===== src/rtl/if_fetch_unit.sv =====
// rtl/if_fetch_unit.sv - instruction fetch stage: PC, imem request port, prefetch FIFO, redirect
//
// Purpose: owns the fetch PC and issues in-order word requests to instruction memory.
// Returned words go into a small prefetch FIFO, and the FIFO head is presented to IF/ID.
// A flush redirects fetch to redirect_pc and discards every response still in flight.
//
// Ports:
//   clk, rst                    clock (rising edge), asynchronous active-low reset
//   stall                       hold the IF/ID head (no pop)
//   flush, redirect_pc          redirect fetch; has priority over stall
//   imem_req_valid/ready, imem_addr   request port (addr held while valid & !ready)
//   imem_rsp_valid, imem_rsp_data     in-order responses, always accepted
//   if_valid, if_instr, if_pc   FIFO head towards IF/ID (combinational from head)
//
// Optional: define FETCH_PERF_EN to add the saturating perf_stall_cycles,
// perf_flush_count and perf_drop_count outputs.
module if_fetch_unit #(
  parameter int              XLEN      = 64,
  parameter int              BUF_DEPTH = 4,
  parameter logic [XLEN-1:0] RESET_PC  = '0
) (
  input  logic            clk,
  input  logic            rst,
  input  logic            stall,
  input  logic            flush,
  input  logic [XLEN-1:0] redirect_pc,
  output logic            imem_req_valid,
  input  logic            imem_req_ready,
  output logic [XLEN-1:0] imem_addr,
  input  logic            imem_rsp_valid,
  input  logic [31:0]     imem_rsp_data,
  output logic            if_valid,
  output logic [31:0]     if_instr,
  output logic [XLEN-1:0] if_pc
`ifdef FETCH_PERF_EN
  ,
  output logic [31:0]     perf_stall_cycles,
  output logic [31:0]     perf_flush_count,
  output logic [31:0]     perf_drop_count
`endif
);

  localparam int AW = $clog2(BUF_DEPTH);
  localparam int CW = AW + 1;
  localparam logic [31:0] NOP = 32'h0000_0013;

  typedef enum logic [1:0] {S_IDLE, S_FETCH, S_DRAIN} state_e;

  state_e          state_q, state_d;
  logic [XLEN-1:0] fetch_pc_q, fetch_pc_d;
  // PC of the next response that will be kept; responses are in order and every
  // pre-redirect response is dropped, so kept responses are sequential from here.
  logic [XLEN-1:0] rsp_pc_q, rsp_pc_d;
  logic [CW-1:0]   out_q, out_d;
  logic [CW-1:0]   drop_q, drop_d;
  logic [CW-1:0]   cnt_q, cnt_d;
  logic [AW-1:0]   rd_q, rd_d;
  logic [AW-1:0]   wr_q, wr_d;

  logic [31:0]     instr_mem [BUF_DEPTH];
  logic [XLEN-1:0] pc_mem    [BUF_DEPTH];

  logic            req_valid;
  logic            acc;
  logic            push;
  logic            pop;
  logic [CW:0]     occ;

  always_comb begin
    // Outstanding requests plus buffered words may never exceed the FIFO depth,
    // which is what makes FIFO overflow impossible.
    occ       = {1'b0, out_q} + {1'b0, cnt_q};
    req_valid = (state_q == S_FETCH) && !flush && (occ < (CW+1)'(BUF_DEPTH));
    acc       = req_valid && imem_req_ready;
    pop       = (cnt_q != '0) && !stall && !flush;
    push      = imem_rsp_valid && (drop_q == '0) && !flush;
  end

  always_comb begin
    state_d    = state_q;
    fetch_pc_d = fetch_pc_q;
    rsp_pc_d   = rsp_pc_q;
    out_d      = out_q + CW'(acc) - CW'(imem_rsp_valid);
    drop_d     = drop_q;
    cnt_d      = cnt_q;
    rd_d       = rd_q;
    wr_d       = wr_q;

    if (flush) begin
      // Everything still outstanding after this cycle belongs to the old path.
      fetch_pc_d = redirect_pc;
      rsp_pc_d   = redirect_pc;
      drop_d     = out_d;
      cnt_d      = '0;
      rd_d       = '0;
      wr_d       = '0;
    end else begin
      if (acc) begin
        fetch_pc_d = fetch_pc_q + XLEN'(4);
      end
      if (imem_rsp_valid && (drop_q != '0)) begin
        drop_d = drop_q - CW'(1);
      end
      if (push) begin
        rsp_pc_d = rsp_pc_q + XLEN'(4);
        wr_d     = wr_q + AW'(1);
      end
      if (pop) begin
        rd_d = rd_q + AW'(1);
      end
      cnt_d = cnt_q + CW'(push) - CW'(pop);
    end

    case (state_q)
      S_IDLE:  state_d = S_FETCH;
      S_FETCH: if (flush && (out_d != '0)) state_d = S_DRAIN;
      S_DRAIN: if (drop_d == '0) state_d = S_FETCH;
      default: state_d = S_IDLE;
    endcase
  end

  always_ff @(posedge clk or negedge rst) begin
    if (!rst) begin
      state_q    <= S_IDLE;
      fetch_pc_q <= RESET_PC;
      rsp_pc_q   <= RESET_PC;
      out_q      <= '0;
      drop_q     <= '0;
      cnt_q      <= '0;
      rd_q       <= '0;
      wr_q       <= '0;
    end else begin
      state_q    <= state_d;
      fetch_pc_q <= fetch_pc_d;
      rsp_pc_q   <= rsp_pc_d;
      out_q      <= out_d;
      drop_q     <= drop_d;
      cnt_q      <= cnt_d;
      rd_q       <= rd_d;
      wr_q       <= wr_d;
    end
  end

  // Payload storage needs no reset; validity is carried by cnt_q.
  always_ff @(posedge clk) begin
    if (push) begin
      instr_mem[wr_q] <= imem_rsp_data;
      pc_mem[wr_q]    <= rsp_pc_q;
    end
  end

  a_no_overflow: assert property (@(posedge clk) disable iff (!rst)
    !(push && !pop && (cnt_q == CW'(BUF_DEPTH))));

  assign imem_req_valid = req_valid;
  assign imem_addr      = fetch_pc_q;
  assign if_valid       = (cnt_q != '0);
  assign if_instr       = if_valid ? instr_mem[rd_q] : NOP;
  assign if_pc          = if_valid ? pc_mem[rd_q] : rsp_pc_q;

`ifdef FETCH_PERF_EN
  logic [31:0] perf_stall_q;
  logic [31:0] perf_flush_q;
  logic [31:0] perf_drop_q;

  always_ff @(posedge clk or negedge rst) begin
    if (!rst) begin
      perf_stall_q <= '0;
      perf_flush_q <= '0;
      perf_drop_q  <= '0;
    end else begin
      if (stall && if_valid && (perf_stall_q != '1)) perf_stall_q <= perf_stall_q + 32'd1;
      if (flush && (perf_flush_q != '1))              perf_flush_q <= perf_flush_q + 32'd1;
      // A response landing in a flush cycle is discarded along with the FIFO.
      if (imem_rsp_valid && ((drop_q != '0) || flush) && (perf_drop_q != '1))
        perf_drop_q <= perf_drop_q + 32'd1;
    end
  end

  assign perf_stall_cycles = perf_stall_q;
  assign perf_flush_count  = perf_flush_q;
  assign perf_drop_count   = perf_drop_q;
`endif

endmodule


===== config.mk =====
export PLATFORM = sky130hd
export DESIGN_NAME = if_fetch_unit
export DESIGN_NICKNAME = d
export VERILOG_FILES = /design/src/rtl/if_fetch_unit.sv
export SDC_FILE = /design/constraint.sdc
export NUM_CORES = 1
export LEC_CHECK = 0
export CORE_AREA = 2 2 218 220
export DETAILED_ROUTE_END_ITERATION = 6
export DIE_AREA = 0 0 220 222
export PLACE_DENSITY = 0.73
export REMOVE_ABC_BUFFERS = 1
export SLEW_MARGIN = 20
export SYNTH_ARGS = -nofsm -noshare
export SYNTH_HDL_FRONTEND = slang
export SYNTH_SLANG_ARGS = --single-unit

===== constraint.sdc =====
create_clock -name clk -period 5.65 [get_ports clk]
set_clock_uncertainty 0.2 [all_clocks]
set_input_delay 1.13 -clock clk [delete_from_list [all_inputs] [get_ports clk]]
set_output_delay 1.13 -clock clk [all_outputs]
set_load 0.02 [all_outputs]

==> flow_metrics.py <==
metrics = {
    "job": {
        "cap_violations": 0,
    },
    "finish": {
        "layout_area_overhead_pct": 21.7,
        "final_nets": 2014,
        "fillers": 3461,
        "regArea_sq_mm": 0.0151,
        "layout_cell_share_with_drive_strength_beyond_1_pct": 15.3,
        "multiInputGateArea_sq_mm": 0.00802,
    },
    "pwr": {
        "clock_power_share_pct": 30.1,
        "ir_worst_vdd_mv": 0.660,
        "powerDensity_mw_per_mm2": 415,
        "comb_power_share_pct": 30.0,
        "power.net_switching_w": 0.00364,
        "switching_fraction_of_total_power_pct": 30.6,
        "internal_power_w": 0.00825,
        "total_leakage_power_nw": 9.62,
        "power.share.sequential_pct": 39.9,
    },
    "yosys": {
        "fraction_of_synthesis_flops_using_an_asynchronous_set_or_reset_pin_pct": 27.1,
        "synth_edf_count": 384,
        "syn-cell-area_sq_mm": 0.0236,
        "ys_seq_area_share_pct": 64.1,
        "synthesis_stage_register_bit_count": 527,
        "synthCells": 1645,
        "dominantRegCellSynth": "edfxtp_1",
        "ys_types": 68,
        "syn_area_per_cell_sq_um": 14.3,
        "synth.yosys.warnings": 0,
    },
    "clock_network": {
        "cts-htree-levels": 2,
        "max-clock-path-buffers": 3,
        "cts_hold_buffers": 0,
        "post_cts.resized_instances": 0,
        "post_cts_setup_inserts": 0,
        "reg_clk_slew_reported_paths_ps": 60,
        "tritoncts_num_sinks": 527,
        "clock_tree_from_tritoncts": "built",
        "cts_root_buffer": "clkbuf_16",
        "cts_made_buffers": 54,
        "clk-insertion-delay-late_ps": 610,
    },
    "worst_setup_path": {
        "crit_arrival_ps": 3910,
        "critical_path_buf_inv_count": 2,
        "critical_path_cell_count": 4,
        "crit_start": "cnt_q[1]",
        "cp_max_fo": 102,
        "worst_r2r_startpoint": "out_q[2]",
        "required_ps": 4320,
        "r2r_slack_ps": 1920,
        "crit_path_cells": "nor3_1, inv_6, o21ai_0, clkdlybuf4s50_1",
        "timing.reg2reg.worst_path_depth": 12,
        "worst_setup_path_end_kind": "output pin",
        "critical_path.startpoint_type": "flop",
        "critical_path.endpoint": "if_pc[21]",
        "cp_top_family": "buffers and inverters",
        "worstSetupPathType": "reg -> out",
        "critical_path.max_stage_delay_ps": 900,
        "critPathSlowestCell": "nor3_1",
        "worst_r2r_endpoint": "state_q[1]",
    },
    "sta": {
        "hold_viol_final": 0,
        "post-route-worst-setup-slack_ps": 412,
        "timing_max_transition_violations_final": 0,
        "final_layout_setup_total_negative_slack_ps": 0,
        "finalSetupViolations": 0,
        "setup_repair_after_global_routing_missed_its_margin": "false",
        "final_period_minus_worst_setup_slack_ps": 5240,
        "fin_crit_sh_pct": 92.7,
        "fin_hold_ws_ps": 243,
        "fmaxAchievable_mhz": 191,
        "timing.max_slew.rel_slack_pct": 24.7,
        "worstMarginPinSlew_ps": 1130,
    },
    "global_route": {
        "met2_usage_pct": 38.9,
        "pin_count_of_the_biggest_net_entering_global_routing": 103,
        "global_route.peak_usage_layer": "met2",
        "grtUsageMet3_pct": 6.72,
        "grt_util_met1_pct": 36.1,
        "grt_antenna_before_repair": 1,
        "grt.overflow.total": 0,
        "first_global_vias": 15500,
        "wire_length_of_the_first_global_routing_pass_mm": 95.0,
        "grtUsageTotal_pct": 25.7,
    },
    "floorplan": {
        "dieHeight_microns": 222,
        "io_pins": 264,
        "floorplan.rows": 79,
        "coreArea_sq_mm": 0.0463,
        "dieArea_sq_mm": 0.0488,
        "floorplan.die.width_microns": 220,
        "starting_utilization_of_the_core_area_pct": 51.0,
    },
    "routing": {
        "route.antenna.remaining_nets": 0,
        "detail_route.wl_per_cell_microns": 24.4,
        "drt-vias-per-instance": 6.18,
        "violation_count_after_the_first_detailed_route_iteration": 1879,
        "drc": 0,
        "route.final.wire_length_mm": 62.2,
        "drt_first_pass_iters": 5,
        "route.vias.total": 15700,
    },
    "placed_design": {
        "buffer_ports.inserted": 263,
        "place.gp.congestion": 0.888,
        "post_place_setup_slack_ps": 1070,
        "detailed_place_hpwl_mm": 40.4,
    },
    "status": {
        "status": "finished clean",
    },
    "hold_path": {
        "type_of_the_worst_min_delay_path": "in -> async",
    },
}
cell usage in the layout, fill, tap and decap left out, types with 41 or more instances in the layout:
cell,n
mux2_2,68
o21ai_0,83
nand2_1,136
dfrtp_1,141
mux4_2,96
clkdlybuf4s50_1,261
nand3_1,84
xnor2_1,41
and2_1,42
nor2_1,46
clkbuf_16,56
nand4_1,48
edfxtp_1,384
synth_stat cells, types with 24 or more instances:
master	count	area share, %
clkbuf_1	67	1.1
xnor2_1	41	1.5
mux2_2	68	3.2
mux4_2	96	9.2
edfxtp_1	384	49
nor3_1	35	0.74
dfrtp_1	143	15
nand4_1	48	1.3
inv_1	37	0.59
and3_1	24	0.64
nor2_1	46	0.73
nor4_1	35	0.93
o21ai_0	83	1.8
nand3_1	84	1.8
nand2_1	136	2.2
and2_1	42	1.1
metal layers:
metal  part of all wire, %  wire, microns
met3                   8.2           5110
met4                   3.3           2060
met1                    41          25700
met5                     0              0
met2                    47          29300
stage by stage:
step                power (W)  instances  util, %  cell area, sq um
global placement      0.00837       2447     58.1             26900
CTS                    0.0120       2549     62.0             28700
detailed placement    0.00842       2447     58.1             26900
finish                 0.0119       2550     62.0             28700
global route           0.0124       2549     62.0             28700
floorplan             0.00694       1556        -             23200
cells by family (layout without fill, tap and decap cells):
family                   Yosys count  in the layout  synth area share (%)
adder cells (fa/ha/maj)           16             16                 0.913
multiplexers                     173            173                  12.8
AO/OA/AOI/OAI                    205            205                  5.68
XOR/XNOR                          56             56                  2.08
flip-flops                       527            527                  64.1
buffers and inverters            128            425                  2.09
AND/OR/NAND/NOR                  540            540                  12.3
other                              0              1                     0
sequential cells by signal (all words and copies together), names as in the netlist, 3 cells and up:
register	flops
cnt_q	3
drop_q	3
imem_addr	64
instr_mem	128
out_q	3
pc_mem	256
rsp_pc_q	64
cell type report:
cell class | count | area share, %
multi-input combinational | 990 | 28.0
timing repair buffer | 284 | 9.90
clock inverter | 32 | 1.05
clock buffer | 70 | 5.21
tap | 607 | 2.65
antenna | 1 | 0.00873
sequential | 527 | 52.7
inverter | 39 | 0.528
power by group through the flow:
stage               clock, W  sequential [W]  combinational (W)
CTS                  0.00364         0.00474            0.00363
detailed placement         0         0.00481            0.00361
global route         0.00378         0.00478            0.00382
floorplan                  0         0.00495            0.00199
finish               0.00358         0.00475            0.00357
global placement           0         0.00479            0.00358
how the worst min path moves through the flow:
| stage | from | end | slack, ps |
|---|---|---|---|
| after global routing | rst | rsp_pc_q[59] | 260 |
| after floorplan | state_q[0] | state_q[0] | 260 |
| after global placement | rsp_pc_q[1] | pc_mem[3][1] | 290 |
| final | rst | rsp_pc_q[53] | 240 |
| after detailed placement | rsp_pc_q[1] | pc_mem[3][1] | 300 |
| after CTS | rst | rsp_pc_q[53] | 230 |
(Power assumes the default switching activity.)
